<file path="src/rtl/sim_input_pkg.sv">
// Shared types and field layout for the simulation input mapper.
// Contents: coin FSM state enum, per-player field offsets inside the raw
// harness vector, and helpers deriving the player field width and the
// start/coin offsets from the button count.
package sim_input_pkg;

  typedef enum logic [1:0] {
    IDLE     = 2'd0,
    HOLD     = 2'd1,
    WAIT_REL = 2'd2
  } coin_state_e;

  localparam int unsigned UP    = 0;
  localparam int unsigned DOWN  = 1;
  localparam int unsigned LEFT  = 2;
  localparam int unsigned RIGHT = 3;
  localparam int unsigned FIRE0 = 4;

  // Bits per player in the raw vector: 4 directions + buttons + start + coin
  function automatic int unsigned p_w(input int unsigned buttons);
    return buttons + 6;
  endfunction

  function automatic int unsigned start_off(input int unsigned buttons);
    return buttons + 4;
  endfunction

  function automatic int unsigned coin_off(input int unsigned buttons);
    return buttons + 5;
  endfunction

endpackage

</file>
<file path="src/rtl/sim_input_mapper_if.sv">
// Harness-side bus of the input mapper.
// master: drives inputs/v_blank/turbo_mask, receives conditioned controls.
// slave : the mapper itself.
interface sim_input_mapper_if #(
  parameter int unsigned PLAYERS = 2,
  parameter int unsigned BUTTONS = 2
);
  import sim_input_pkg::*;

  localparam int unsigned IN_W = PLAYERS * p_w(BUTTONS) + 1;

  logic [IN_W-1:0]            inputs;
  logic                       v_blank;
  logic [PLAYERS*BUTTONS-1:0] turbo_mask;
  logic [PLAYERS*4-1:0]       joystick;
  logic [PLAYERS*BUTTONS-1:0] buttons;
  logic [PLAYERS-1:0]         start;
  logic [PLAYERS-1:0]         coin;
  logic                       pause;

  modport master (
    output inputs, v_blank, turbo_mask,
    input  joystick, buttons, start, coin, pause
  );

  modport slave (
    input  inputs, v_blank, turbo_mask,
    output joystick, buttons, start, coin, pause
  );

endinterface

</file>
<file path="src/rtl/sim_coin_stretcher.sv">
// Per-player coin pulse stretcher: one press yields one coin pulse lasting
// COIN_MIN frame ticks, independent of how long the coin is held.
// Ports: clk_sys, reset (sync, active-high), frame_tick (1-cycle pulse),
//        coin_raw (stage-1 coin bit, active-high), coin_out (registered,
//        active-high).
module sim_coin_stretcher
  import sim_input_pkg::*;
#(
  parameter int unsigned COIN_MIN = 3
) (
  input  logic clk_sys,
  input  logic reset,
  input  logic frame_tick,
  input  logic coin_raw,
  output logic coin_out
);

  localparam int unsigned CW = $clog2(COIN_MIN + 1);
  localparam logic [CW-1:0] CNT_LAST = CW'(COIN_MIN - 1);

  coin_state_e   r_state, w_state_nxt;
  logic [CW-1:0] r_cnt, w_cnt_nxt;
  logic          r_coin_prev;
  logic          r_coin_out;
  logic          w_rise;

  // Edge reference clears on reset so a coin held through reset is a new press
  assign w_rise = coin_raw & ~r_coin_prev;

  // State register
  always_ff @(posedge clk_sys) begin
    if (reset) begin
      r_state     <= IDLE;
      r_cnt       <= '0;
      r_coin_prev <= 1'b0;
      r_coin_out  <= 1'b0;
    end else begin
      r_state     <= w_state_nxt;
      r_cnt       <= w_cnt_nxt;
      r_coin_prev <= coin_raw;
      r_coin_out  <= (w_state_nxt == HOLD);
    end
  end

  // Next state; frame ticks only count once already in HOLD
  always_comb begin
    w_state_nxt = r_state;
    w_cnt_nxt   = r_cnt;
    case (r_state)
      IDLE: begin
        if (w_rise) begin
          w_state_nxt = HOLD;
          w_cnt_nxt   = '0;
        end
      end
      HOLD: begin
        if (frame_tick) begin
          if (r_cnt == CNT_LAST) begin
            w_state_nxt = WAIT_REL;
            w_cnt_nxt   = '0;
          end else begin
            w_cnt_nxt = r_cnt + CW'(1);
          end
        end
      end
      WAIT_REL: begin
        if (!coin_raw) w_state_nxt = IDLE;
      end
      default: begin
        w_state_nxt = IDLE;
        w_cnt_nxt   = '0;
      end
    endcase
  end

  assign coin_out = r_coin_out;

endmodule

</file>
<file path="src/rtl/sim_input_mapper.sv">
// Player-input conditioning for simulation tops: registers the raw harness
// vector, applies SOCD cleaning, coin stretching, pause toggle and output
// polarity. Optional autofire is enabled by defining SIM_INPUT_TURBO_EN.
// Ports: clk_sys, reset (sync, active-high), io_bus (sim_input_mapper_if
//        slave: inputs, v_blank, turbo_mask in; joystick, buttons, start,
//        coin, pause out).
module sim_input_mapper
  import sim_input_pkg::*;
#(
  parameter int unsigned PLAYERS      = 2,
  parameter int unsigned BUTTONS      = 2,
  parameter int unsigned COIN_MIN     = 3,
  parameter int unsigned TURBO_PERIOD = 4,
  parameter int unsigned ACTIVE_LOW   = 1
) (
  input  logic              clk_sys,
  input  logic              reset,
  sim_input_mapper_if.slave io_bus
);

  localparam int unsigned P_W     = p_w(BUTTONS);
  localparam int unsigned IN_W    = PLAYERS * P_W + 1;
  localparam int unsigned START_B = start_off(BUTTONS);
  localparam int unsigned COIN_B  = coin_off(BUTTONS);
  localparam int unsigned NB      = PLAYERS * BUTTONS;
  localparam logic        INV     = (ACTIVE_LOW != 0);

  logic [IN_W-1:0]      r_in;
  logic                 r_vb, r_vb_prev;
  logic                 r_pause_prev, r_pause;
  logic                 w_frame_tick;
  logic [NB-1:0]        w_turbo_gate;
  logic [PLAYERS*4-1:0] w_joy, r_joy;
  logic [NB-1:0]        w_btn, r_btn;
  logic [PLAYERS-1:0]   w_start, r_start;
  logic [PLAYERS-1:0]   w_coin;

  // Stage 1 capture plus frame and pause edge references
  always_ff @(posedge clk_sys) begin
    if (reset) begin
      r_in         <= '0;
      r_vb         <= 1'b0;
      r_vb_prev    <= 1'b0;
      r_pause_prev <= 1'b0;
      r_pause      <= 1'b0;
    end else begin
      r_in         <= io_bus.inputs;
      r_vb         <= io_bus.v_blank;
      r_vb_prev    <= r_vb;
      r_pause_prev <= r_in[IN_W-1];
      if (r_in[IN_W-1] & ~r_pause_prev) r_pause <= ~r_pause;
    end
  end

  assign w_frame_tick = r_vb & ~r_vb_prev;

`ifdef SIM_INPUT_TURBO_EN
  localparam int unsigned TW = $clog2(TURBO_PERIOD + 1);
  logic [TW-1:0] r_turbo_cnt;
  logic          r_turbo_phase;

  // Shared autofire phase, toggled every TURBO_PERIOD frame ticks
  always_ff @(posedge clk_sys) begin
    if (reset) begin
      r_turbo_cnt   <= '0;
      r_turbo_phase <= 1'b0;
    end else if (w_frame_tick) begin
      if (r_turbo_cnt == TW'(TURBO_PERIOD - 1)) begin
        r_turbo_cnt   <= '0;
        r_turbo_phase <= ~r_turbo_phase;
      end else begin
        r_turbo_cnt <= r_turbo_cnt + TW'(1);
      end
    end
  end

  assign w_turbo_gate = ~io_bus.turbo_mask | {NB{r_turbo_phase}};
`else
  logic w_unused_turbo;
  assign w_unused_turbo = ^{io_bus.turbo_mask, 32'(TURBO_PERIOD)};
  assign w_turbo_gate   = '1;
`endif

  // SOCD cleaning: opposing directions pressed together cancel out
  always_comb begin
    w_joy   = '0;
    w_btn   = '0;
    w_start = '0;
    for (int p = 0; p < int'(PLAYERS); p++) begin
      w_joy[p*4+0] = r_in[p*P_W+UP]    & ~r_in[p*P_W+DOWN];
      w_joy[p*4+1] = r_in[p*P_W+DOWN]  & ~r_in[p*P_W+UP];
      w_joy[p*4+2] = r_in[p*P_W+LEFT]  & ~r_in[p*P_W+RIGHT];
      w_joy[p*4+3] = r_in[p*P_W+RIGHT] & ~r_in[p*P_W+LEFT];
      w_btn[p*BUTTONS +: BUTTONS] = r_in[p*P_W+FIRE0 +: BUTTONS]
                                  & w_turbo_gate[p*BUTTONS +: BUTTONS];
      w_start[p] = r_in[p*P_W+START_B];
    end
  end

  // Output register with core polarity applied
  always_ff @(posedge clk_sys) begin
    if (reset) begin
      r_joy   <= {(PLAYERS*4){INV}};
      r_btn   <= {NB{INV}};
      r_start <= {PLAYERS{INV}};
    end else begin
      r_joy   <= w_joy ^ {(PLAYERS*4){INV}};
      r_btn   <= w_btn ^ {NB{INV}};
      r_start <= w_start ^ {PLAYERS{INV}};
    end
  end

  for (genvar p = 0; p < int'(PLAYERS); p++) begin : g_coin
    sim_coin_stretcher #(
      .COIN_MIN (COIN_MIN)
    ) u_coin (
      .clk_sys    (clk_sys),
      .reset      (reset),
      .frame_tick (w_frame_tick),
      .coin_raw   (r_in[p*P_W+COIN_B]),
      .coin_out   (w_coin[p])
    );
  end

  assign io_bus.joystick = r_joy;
  assign io_bus.buttons  = r_btn;
  assign io_bus.start    = r_start;
  // Stretcher output is already registered; only the polarity is applied here
  assign io_bus.coin     = w_coin ^ {PLAYERS{INV}};
  assign io_bus.pause    = r_pause;

endmodule

</file>
<file path="src/flat_wrapper.sv">
// flat-port wrapper written by rule: the top's interface ports become plain ports
module sim_input_mapper_flat import sim_input_pkg::*;
#(
  parameter int unsigned PLAYERS      = 2,
  parameter int unsigned BUTTONS      = 2,
  parameter int unsigned COIN_MIN     = 3,
  parameter int unsigned TURBO_PERIOD = 4,
  parameter int unsigned ACTIVE_LOW   = 1
)
  (clk_sys, reset, io_bus_inputs, io_bus_v_blank, io_bus_turbo_mask, io_bus_joystick, io_bus_buttons, io_bus_start, io_bus_coin, io_bus_pause);
  sim_input_mapper_if #(.PLAYERS(PLAYERS), .BUTTONS(BUTTONS)) io_bus_i ();
  input  logic clk_sys;
  input  logic reset;
  input wire logic [$bits(io_bus_i.inputs)-1:0] io_bus_inputs;
  input wire logic [$bits(io_bus_i.v_blank)-1:0] io_bus_v_blank;
  input wire logic [$bits(io_bus_i.turbo_mask)-1:0] io_bus_turbo_mask;
  output wire logic [$bits(io_bus_i.joystick)-1:0] io_bus_joystick;
  output wire logic [$bits(io_bus_i.buttons)-1:0] io_bus_buttons;
  output wire logic [$bits(io_bus_i.start)-1:0] io_bus_start;
  output wire logic [$bits(io_bus_i.coin)-1:0] io_bus_coin;
  output wire logic [$bits(io_bus_i.pause)-1:0] io_bus_pause;
  assign io_bus_i.inputs = io_bus_inputs;
  assign io_bus_i.v_blank = io_bus_v_blank;
  assign io_bus_i.turbo_mask = io_bus_turbo_mask;
  assign io_bus_joystick = io_bus_i.joystick;
  assign io_bus_buttons = io_bus_i.buttons;
  assign io_bus_start = io_bus_i.start;
  assign io_bus_coin = io_bus_i.coin;
  assign io_bus_pause = io_bus_i.pause;
  sim_input_mapper #(.PLAYERS(PLAYERS), .BUTTONS(BUTTONS), .COIN_MIN(COIN_MIN), .TURBO_PERIOD(TURBO_PERIOD), .ACTIVE_LOW(ACTIVE_LOW)) u_core (.clk_sys(clk_sys), .reset(reset), .io_bus(io_bus_i));
endmodule
</file>
<file path="config.mk">
export PLATFORM = sky130hd
export DESIGN_NAME = sim_input_mapper_flat
export DESIGN_NICKNAME = d
export VERILOG_FILES = /design/src/rtl/sim_input_pkg.sv /design/src/rtl/sim_input_mapper_if.sv /design/src/rtl/sim_coin_stretcher.sv /design/src/rtl/sim_input_mapper.sv /design/src/flat_wrapper.sv
export SDC_FILE = /design/constraint.sdc
export NUM_CORES = 1
export LEC_CHECK = 0
export CORE_UTILIZATION = 30
export DETAILED_ROUTE_END_ITERATION = 10
export PLACE_DENSITY = 0.52
export SYNTH_ARGS = -nofsm -noshare
export SYNTH_HDL_FRONTEND = slang
export SYNTH_SLANG_ARGS = --single-unit
</file>
<file path="constraint.sdc">
create_clock -name clk_sys -period 2.5 [get_ports clk_sys]
set_input_delay 0.5 -clock clk_sys [delete_from_list [all_inputs] [get_ports clk_sys]]
set_output_delay 0.5 -clock clk_sys [all_outputs]
set_load 0.005 [all_outputs]
</file>
==> results of run 1 <==
through the flow:
stage / total power, mW / instance area [um^2] / std cells / setup WS [ns] / util [%]
floorplan: 0.8592 / 1465 / 129 / 1.117 / -
global placement: 0.9202 / 1904 / 229 / 0.6462 / 40.32
detailed placement: 0.9236 / 1904 / 229 / 0.6206 / 40.32
CTS: 1.358 / 1989 / 237 / 0.8182 / 42.12
global route: 1.406 / 1989 / 237 / 0.7654 / 42.12
finish: 1.333 / 1989 / 237 / 0.8411 / 42.12
logic make-up after synthesis:
family,Yosys count
simple gates,60
flops,47
compound gates,12
buf+inv,8
xor+xnor,1
mux,1
metal layers:
| metal | wire length (um) | global-route usage (%) |
|---|---|---|
| met1 | 1063 | 11.98 |
| met2 | 1092 | 15.72 |
| met3 | 186 | 5.204 |
| met4 | 48 | 6.100 |
| met5 | 0 | 0 |
flip-flops by register name, indices dropped and copies added (netlist names):
signal,cells
u_core.r_vb_prev,1
u_core.g_coin.u_coin.coin_out,2
u_core.io_bus.joystick,8
u_core.io_bus.start,2
u_core.g_coin.u_coin.r_cnt,4
u_core.io_bus.buttons,4
u_core.r_in,17
u_core.g_coin.u_coin.r_coin_prev,2
u_core.io_bus.pause,1
u_core.r_vb,1
u_core.g_coin.u_coin.r_state,4
u_core.r_pause_prev,1
area by class of cell:
class / instances / area, um^2 / area share [%]
Sequential cell: 47 / 940.9 / 47.30
Multi-Input combinational cell: 74 / 493.0 / 24.78
Timing Repair Buffer: 38 / 375.4 / 18.87
Tap cell: 67 / 83.83 / 4.214
Clock buffer: 6 / 72.57 / 3.648
Clock inverter: 2 / 12.51 / 0.6289
Inverter: 3 / 11.26 / 0.5660
Yosys cell counts (all sizes together) (3+ instances only):
cell type	instances	share of area (%)
clkbuf	4	1.0
nor3b	3	1.9
inv	3	0.77
dfxtp	47	64
a21oi	3	1.0
nand2	5	1.3
or3b	5	3.0
nand2b	6	2.6
nor3	3	1.0
nor2b	25	11
nor2	6	1.5
final timing paths:
check,startpoint,endpoint,slack (ns)
max,u_core.io_bus.pause$_SDFFE_PP0P_,io_bus_pause,0.84
min,u_core.r_in[6]$_SDFF_PP0_,u_core.io_bus.start[0]$_SDFF_PP1_,0.38
max reg2reg,u_core.g_coin[0].u_coin.r_state[0]$_SDFF_PP0_,u_core.g_coin[0].u_coin.r_cnt[0]$_SDFFE_PP0P_,1.24
min reg2reg,u_core.r_in[6]$_SDFF_PP0_,u_core.io_bus.start[0]$_SDFF_PP1_,0.38
power breakdown:
part,total [mW],internal (mW),switching (mW)
Sequential,0.798,0.782,0.0164
Combinational,0.106,0.0726,0.0336
Clock,0.429,0.195,0.233
worst register-to-register path: cells and delay by family, from the launching register on:
| family | cells | cell delay (ns) |
|---|---|---|
| and+or+nand+nor | 1 | 0.42 |
| AOI/OAI and AO/OA | 1 | 0.19 |
| DFF | 1 | 0.40 |
| muxes | 1 | 0.21 |
==> results by group, run 1 <==
Run status
  – Outcome: complete, no violations

STA
  – Setup tns final: 0 ns
  – Achievable Freq: 0.6028 GHz
  – Unrepaired setup endpoints after global routing: no
  – Minimum clock period: 1.659 ns
  – Final Max Slew Viols: 0
  – Slew of the pin with the lowest slew margin: 0.3417 ns
  – Hold slack final: 0.3783 ns
  – Setup Skew: 0.002999 ns
  – Period utilization: 66.35%
  – Final Hold Viols: 0
  – Slew Limit Headroom: 76.63%
  – Setup Viol. Count Final: 0

Setup path
  – Slowest cell on the critical path: clkdlybuf4s50_1
  – Crit end category: output port
  – WP data arrival: 1.16 ns
  – Crit Path Class: flip-flop to output port
  – Worst path cell trace: clkdlybuf4s50_1
  – Crit path largest cell delay: 0.51 ns
  – CP bufs+invs: 1
  – R2R depth: 3
  – Worst Path Required: 2.00 ns
  – WP depth: 1
  – Crit Path Max Fanout: 2
  – Startpoint Class: flip-flop
  – CP top delay family: buffers and inverters

Routing
  – Via count: 999
  – Via density: 4.215
  – Post-Route WL: 2391 um
  – Post-route antenna net violation count: 0
  – Initial DRC count: 21
  – Drt wl/cell: 10.09 um
  – DR pass1 iterations: 4
  – Residual DRC count: 0

Clock tree
  – CTS max path bufs: 2
  – Worst-path clk slew: 0.08 ns
  – Post-CTS Hold Fix Bufs: 0
  – Post-CTS setup buffers: 0
  – Worst-Skew Late Latency: 0.29 ns
  – PostCTS Resize Cnt: 0
  – Root Buffer Master: clkbuf_8
  – TritonCTS Sinks: 47
  – H-tree Lvls: 2
  – Inserted Clock Buffers: 5
  – CTS tree: done

Synth
  – Largest family of logic cells by synthesized area: simple AND/OR/NAND/NOR gates
  – FFs w/ async S/R, synth: 0%
  – Post-synthesis sequential area ratio: 64.22%
  – Synthesized cell area: 1465 um^2
  – Top FF cell, synth: dfxtp_1
  – Syn Nets: 153
  – Synth cell types: 29
  – Yosys warning count: 0
  – Register bit total from synthesis: 47
  – Gate Count Post-Synth: 129
  – Post-synthesis mux area share: 0.7686%
  – Post-synth EDFFs: 0
  – Synth Area in Adders: 0%
  – Synth Area in Simple Gates: 26.30%
  – Synth Area in XOR/XNOR: 0.5978%
  – Compound-Gate Fraction of Synth Area: 5.978%
  – Avg Inst Size Synth: 11.36 um^2

Placement
  – Post-DP HPWL: 1653 um
  – Port-buffer cells: 36
  – Final Wtd Congestion: 0.7016

Global routing
  – GR Overflow Total: 0
  – Initial antenna violation count: 0
  – Gr usage total: 10.45%
  – Vias in the first global route: 934
  – Pin count of the biggest net entering global routing: 33
  – First-pass GRT wire length: 4077 um

Floorplanning
  – Die Wd: 71.89 um
  – Initial core utilization: 31.02%
  – Die area: 5167 um^2
  – Core footprint: 4723 um^2
  – Row count: 25
  – Die Y: 71.89 um
  – I/O Pins: 41

Cells and area
  – Most common cell after layout, fill and taps aside: dfxtp_1
  – Area Growth Syn to Fin: 35.78%
  – Share of cells above drive strength 1: 10.59%
  – Fill cell count: 446
  – Diode count: 0
  – Most frequent cells in the layout: dfxtp_1, clkdlybuf4s50_1, nor2b_1
  – Final #Nets: 193

Hold path
  – Hold depth: 1
  – Min-delay worst type: flip-flop to flip-flop

Power and ir drop
  – PD cells: 670.0 nW/um^2
  – Peak supply drop: 0.2762 mV
  – P_leak: 0.7299 nW

Flow run
  – Max-cap violations: 0
Power figures use the tool's default switching activity.
==> run 2, diff against run 1 <==
clock period = 1.6 ns   (was 2.5 ns; I/O delays follow)
==> results by group, run 2 (synthesis results as in run 1) <==
Power and ir drop
  – Peak supply drop: 0.5265 mV (+91%)
  – Sequential Power Share: 53.7% (-6.2 points)
  – PD cells: 1138 nW/um^2 (+70%)
  – Clock power frac: 39.0% (+6.8 points)
  – Sw Ratio: 20.28% (-0.98 points)
  – P_leak: 0.7601 nW (+4.1%)
  – Psw: 0.4710 mW (+66%)
  – Comb power frac: 7.3% (-0.7 points)
  – Pint: 1.852 mW (+76%)
  – Total power draw: 2.323 mW (+74%)

Placement
  – Placement Cell Area: 1919 um^2 (+0.79%)
  – Port-buffer cells: 36 (unchanged)
  – DP Cell Count: 231 (+0.87%)
  – Post-DP HPWL: 1652 um (about the same)
  – Worst slack, placed: 0.003593 ns (-0.6170 ns)
  – Final Wtd Congestion: 0.7176 (+2.3%)

Clock tree
  – Worst-path clk slew: 0.09 ns (about the same)
  – PostCTS Resize Cnt: 0 (unchanged)
  – H-tree Lvls: 2 (unchanged)
  – CTS max path bufs: 2 (unchanged)
  – Root Buffer Master: clkbuf_8
  – Worst-Skew Late Latency: 0.30 ns (about the same)
  – Post-CTS setup buffers: 0 (unchanged)
  – Post-CTS Hold Fix Bufs: 0 (unchanged)
  – CTS tree: done
  – TritonCTS Sinks: 47 (unchanged)
  – Inserted Clock Buffers: 5 (unchanged)

Floorplanning
  – Core footprint: 4723 um^2 (unchanged)
  – Initial core utilization: 31.02% (unchanged)
  – Row count: 25 (unchanged)
  – Die Y: 71.89 um (unchanged)
  – Die area: 5167 um^2 (unchanged)
  – I/O Pins: 41 (unchanged)
  – Die Wd: 71.89 um (unchanged)

Cells and area
  – Final #Nets: 195 (+1.0%)
  – Multi-input gate area: 493.0 um^2 (unchanged)
  – Final instance area: 2041 um^2 (+2.6%)
  – Finished Layout Cells: 239 (+0.84%)
  – Most common cell after layout, fill and taps aside: dfxtp_1
  – Area Growth Syn to Fin: 39.28%
  – Share of cells above drive strength 1: 12.21% (+1.6 points)
  – Fill cell count: 454 (+1.8%)
  – Max reg flops: 17 (unchanged)
  – Diode count: 0 (unchanged)
  – Most frequent cells in the layout: dfxtp_1, clkdlybuf4s50_1, nor2b_1
  – Register area: 940.9 um^2 (unchanged)
  – Top reg by flops: u_core.r_in

Setup path
  – Crit path largest cell delay: 0.52 ns (about the same)
  – Worst Path Required: 1.28 ns (-0.72 ns)
  – Crit Path Class: flip-flop to output port
  – CP top delay family: buffers and inverters
  – CP bufs+invs: 1 (unchanged)
  – Startpoint Class: flip-flop
  – Crit Path Max Fanout: 2 (unchanged)
  – Worst path cell trace: clkdlybuf4s50_1
  – Slowest cell on the critical path: clkdlybuf4s50_1
  – WP data arrival: 1.18 ns (+0.02 ns)
  – Crit end category: output port

STA
  – Achievable Freq: 0.6658 GHz
  – Slew Limit Headroom: 78.52% (+1.9 points)
  – Period utilization: 93.87%
  – Unrepaired setup endpoints after global routing: no
  – Final Hold Viols: 0 (unchanged)
  – Setup tns final: 0 ns (unchanged)
  – Minimum clock period: 1.502 ns
  – Slew of the pin with the lowest slew margin: 0.3140 ns (-0.02774 ns)
  – Setup Viol. Count Final: 0 (unchanged)
  – Setup Skew: 0.008431 ns (+0.005432 ns)
  – Final Max Slew Viols: 0 (unchanged)
  – Final setup margin: 0.09814 ns (-0.7430 ns)

Routing
  – Initial DRC count: 21 (unchanged)
  – Post-route antenna net violation count: 0 (unchanged)
  – Via count: 987 (-1.2%)
  – Residual DRC count: 0 (unchanged)
  – Post-Route WL: 2452 um (+2.6%)
  – Via density: 4.130 (-2.0%)
  – Drt wl/cell: 10.26 um (+1.7%)
  – DR pass1 iterations: 4 (unchanged)

Global routing
  – Gr usage total: 10.86% (+0.40 points)
  – Pin count of the biggest net entering global routing: 21 (-36%)
  – First-pass GRT wire length: 4153 um (+1.9%)
  – Vias in the first global route: 930 (-0.43%)
  – GR Overflow Total: 0 (unchanged)
  – Initial antenna violation count: 0 (unchanged)

Run status
  – Outcome: complete, no violations

Hold path
  – Min-delay worst type: flip-flop to flip-flop

Flow run
  – Max-cap violations: 0 (unchanged)
## run 2: changes by cell type in the layout (fill, tap and decap cells not counted)
cell	change
clkinv_2	-1
clkbuf_1	-1
clkinvlp_4	-1
clkbuf_8	+1
bufinv_16	+1
buf_4	+2
inv_6	+1
## run 2: worst paths after layout
path	startpoint	endpoint	slack (ns)	cells past startpoint
worst max-delay path	u_core.io_bus.pause$_SDFFE_PP0P_	io_bus_pause	0.1	1
worst min-delay path	u_core.r_in[6]$_SDFF_PP0_	u_core.io_bus.start[0]$_SDFF_PP1_	0.38	1
worst max register to register	u_core.g_coin[0].u_coin.r_state[0]$_SDFF_PP0_	u_core.g_coin[0].u_coin.r_cnt[0]$_SDFFE_PP0P_	0.33	3
worst min register to register	u_core.r_in[6]$_SDFF_PP0_	u_core.io_bus.start[0]$_SDFF_PP1_	0.38	1
## run 2: power by group through the flow
stage,Clock (mW),Sequential [mW],Combinational [mW]
final,0.906,1.25,0.170
after global routing,0.981,1.25,0.189
after CTS,0.941,1.25,0.173
after detailed placement,0,1.27,0.173
after global placement,0,1.27,0.170
after floorplan,0,1.27,0.0719
## run 2: layout make-up
cell class	count	share of cell area, %
clock inverter	2	1.901
clock buffer	6	4.047
tap	67	4.108
multi-input combinational	74	24.16
sequential	47	46.11
inverter	3	0.5518
timing repair buffer	40	19.13
## run 2: per-stage QoR
stage / hold slack, ns / util (%)
after floorplan: 0.3531 / -
after global placement: 0.3562 / 40.64
after detailed placement: 0.3625 / 40.64
after CTS: 0.3846 / 43.21
after global routing: 0.3994 / 43.21
final: 0.3795 / 43.21
## run 2: routing by layer
metal,share of wire (%),track usage (%)
met2,45,16.25
met5,0,0
met1,45,12.83
met3,7.2,5.204
met4,2.4,5.882
==> run 3, diff against run 2 <==
CORE_MARGIN = 2   (was not set)
==> results by group, run 3 (synthesis results as in run 1) <==
Run status
  – Outcome: complete, no violations

Clock tree
  – CTS max path bufs: 2 (unchanged)
  – Post-CTS Hold Fix Bufs: 0 (unchanged)
  – Root Buffer Master: clkbuf_8
  – CTS tree: done
  – Worst-Skew Late Latency: 0.29 ns (about the same)
  – PostCTS Resize Cnt: 0 (unchanged)
  – Post-CTS setup buffers: 0 (unchanged)
  – Inserted Clock Buffers: 5 (unchanged)
  – TritonCTS Sinks: 47 (unchanged)
  – H-tree Lvls: 2 (unchanged)
  – Worst-path clk slew: 0.08 ns (about the same)

Placement
  – Placement Cell Area: 1934 um^2 (+0.78%)
  – Post-DP HPWL: 1735 um (+5.0%)
  – Final Wtd Congestion: 0.7206 (+0.42%)
  – Port-buffer cells: 36 (unchanged)
  – DP Cell Count: 233 (+0.87%)

Floorplanning
  – Row count: 25 (unchanged)
  – I/O Pins: 41 (unchanged)
  – Die area: 5459 um^2 (+5.6%)
  – Initial core utilization: 31.02% (unchanged)
  – Core footprint: 4723 um^2 (unchanged)
  – Die Wd: 73.89 um (+2.8%)
  – Die Y: 73.89 um (+2.8%)

Cells and area
  – Diode count: 0 (unchanged)
  – Top reg by flops: u_core.r_in
  – Max reg flops: 17 (unchanged)
  – Final instance area: 2067 um^2 (+1.3%)
  – Post-Route Utilization: 43.76% (+0.56 points)
  – Share of cells above drive strength 1: 12.64% (+0.43 points)
  – Most common cell after layout, fill and taps aside: dfxtp_1
  – Most frequent cells in the layout: dfxtp_1, clkdlybuf4s50_1, nor2b_1
  – Area Growth Syn to Fin: 41.08%
  – Finished Layout Cells: 241 (+0.84%)
  – Final #Nets: 197 (+1.0%)

STA
  – Slew of the pin with the lowest slew margin: 0.3405 ns (+0.02650 ns)
  – Hold slack final: 0.3775 ns (-0.002030 ns)
  – Slew Limit Headroom: 76.71% (-1.8 points)
  – Minimum clock period: 1.485 ns (-0.01641 ns)
  – Final Hold Viols: 0 (unchanged)
  – Setup Skew: 0.002538 ns (-0.005892 ns)
  – Period utilization: 92.84% (-1.0 points)
  – Setup Viol. Count Final: 0 (unchanged)
  – Unrepaired setup endpoints after global routing: no
  – Achievable Freq: 0.6732 GHz (+1.1%)
  – Setup tns final: 0 ns (unchanged)
  – Final Max Slew Viols: 0 (unchanged)

Setup path
  – Crit end category: output port
  – Crit Reg-Reg Startpoint: u_core.g_coin[0].u_coin.r_state[0]$_SDFF_PP0_
  – CP top delay family: buffers and inverters
  – Crit Path Max Fanout: 2 (unchanged)
  – Worst Path Required: 1.28 ns (about the same)
  – Worst path cell trace: clkdlybuf4s50_1
  – Slowest cell on the critical path: clkdlybuf4s50_1
  – Startpoint Class: flip-flop
  – Worst R2R Setup Slack: 0.33 ns (about the same)
  – WP data arrival: 1.17 ns (about the same)
  – R2R depth: 3 (unchanged)
  – Crit Path Class: flip-flop to output port
  – Worst reg2reg endpoint: u_core.g_coin[0].u_coin.r_cnt[0]$_SDFFE_PP0P_
  – Crit path largest cell delay: 0.53 ns (about the same)
  – CP bufs+invs: 1 (unchanged)

Routing
  – Via density: 4.104 (-0.63%)
  – Drt wl/cell: 10.06 um (-1.9%)
  – Initial DRC count: 70 (+230%)
  – Residual DRC count: 0 (unchanged)
  – DR pass1 iterations: 4 (unchanged)
  – Post-Route WL: 2425 um (-1.1%)
  – Post-route antenna net violation count: 0 (unchanged)
  – Via count: 989 (+0.20%)

Global routing
  – Initial antenna violation count: 0 (unchanged)
  – Gr usage total: 10.24% (-0.62 points)
  – Vias in the first global route: 979 (+5.3%)
  – GR Overflow Total: 0 (unchanged)
  – First-pass GRT wire length: 4167 um (+0.34%)
  – Pin count of the biggest net entering global routing: 18 (-14%)

Hold path
  – Min-delay worst type: flip-flop to flip-flop
  – Hold depth: 1 (unchanged)
  – Hold_sp: u_core.r_in[4]$_SDFF_PP0_
  – Hold Path Sink: u_core.io_bus.buttons[0]$_SDFF_PP1_

Flow run
  – Max-cap violations: 0 (unchanged)

Power and ir drop
  – P_leak: 0.7733 nW (+1.7%)
  – PD cells: 1165 nW/um^2 (+2.4%)
  – Peak supply drop: 0.6400 mV (+22%)
[run 3: changes by cell type in the layout (fill, tap and decap cells not counted)]
cell / change
inv_6: -1
clkbuf_1: +1
clkbuf_8: -1
buf_4: +2
bufinv_16: +1
[run 3: stage by stage]
step	power, mW	setup slack, ns
3_3_place_gp	1.446	0.01907
2_1_floorplan	1.343	0.3966
3_5_place_dp	1.451	-0.01994
5_1_grt	2.515	0.04106
6_report	2.409	0.1146
4_1_cts	2.447	0.08633
[run 3: worst max-delay path by stage]
stage / from / to / slack, ns / cells past startpoint
floorplan: reset / u_core.io_bus.joystick[6]$_SDFF_PP1_ / 0.40 / 3
global placement: reset / u_core.g_coin[0].u_coin.r_cnt[0]$_SDFFE_PP0P_ / 0.02 / 4
detailed placement: reset / u_core.g_coin[1].u_coin.r_cnt[0]$_SDFFE_PP0P_ / -0.02 / 5
CTS: u_core.io_bus.pause$_SDFFE_PP0P_ / io_bus_pause / 0.09 / 1
global route: u_core.io_bus.pause$_SDFFE_PP0P_ / io_bus_pause / 0.04 / 1
finish: u_core.io_bus.pause$_SDFFE_PP0P_ / io_bus_pause / 0.11 / 1
[run 3: where the power goes]
part	total, mW	internal [mW]	switching (mW)	leakage (nW)
Sequential	1.25	1.22	0.0259	0.388
Combinational	0.174	0.120	0.0542	0.320
Clock	0.987	0.624	0.363	0.0654
Total	2.41	1.97	0.444	0.773
[run 3: per-layer routing]
layer  vias to the layer above  GRT usage [%]  part of all wire, %
li1                        518              -                    -
met1                       438          11.73                   45
met2                        28          15.97                   46
met3                         5          4.938                  7.5
met4                         0          4.848                  2.0
met5                         -              0                    0
[run 3: layout make-up]
type,instances,area (um^2)
multi-input combinational,74,493.0
clock buffer,6,72.57
timing repair buffer,42,405.4
inverter,3,11.26
tap,67,83.83
fill,449,2656
clock inverter,2,60.06
sequential,47,940.9
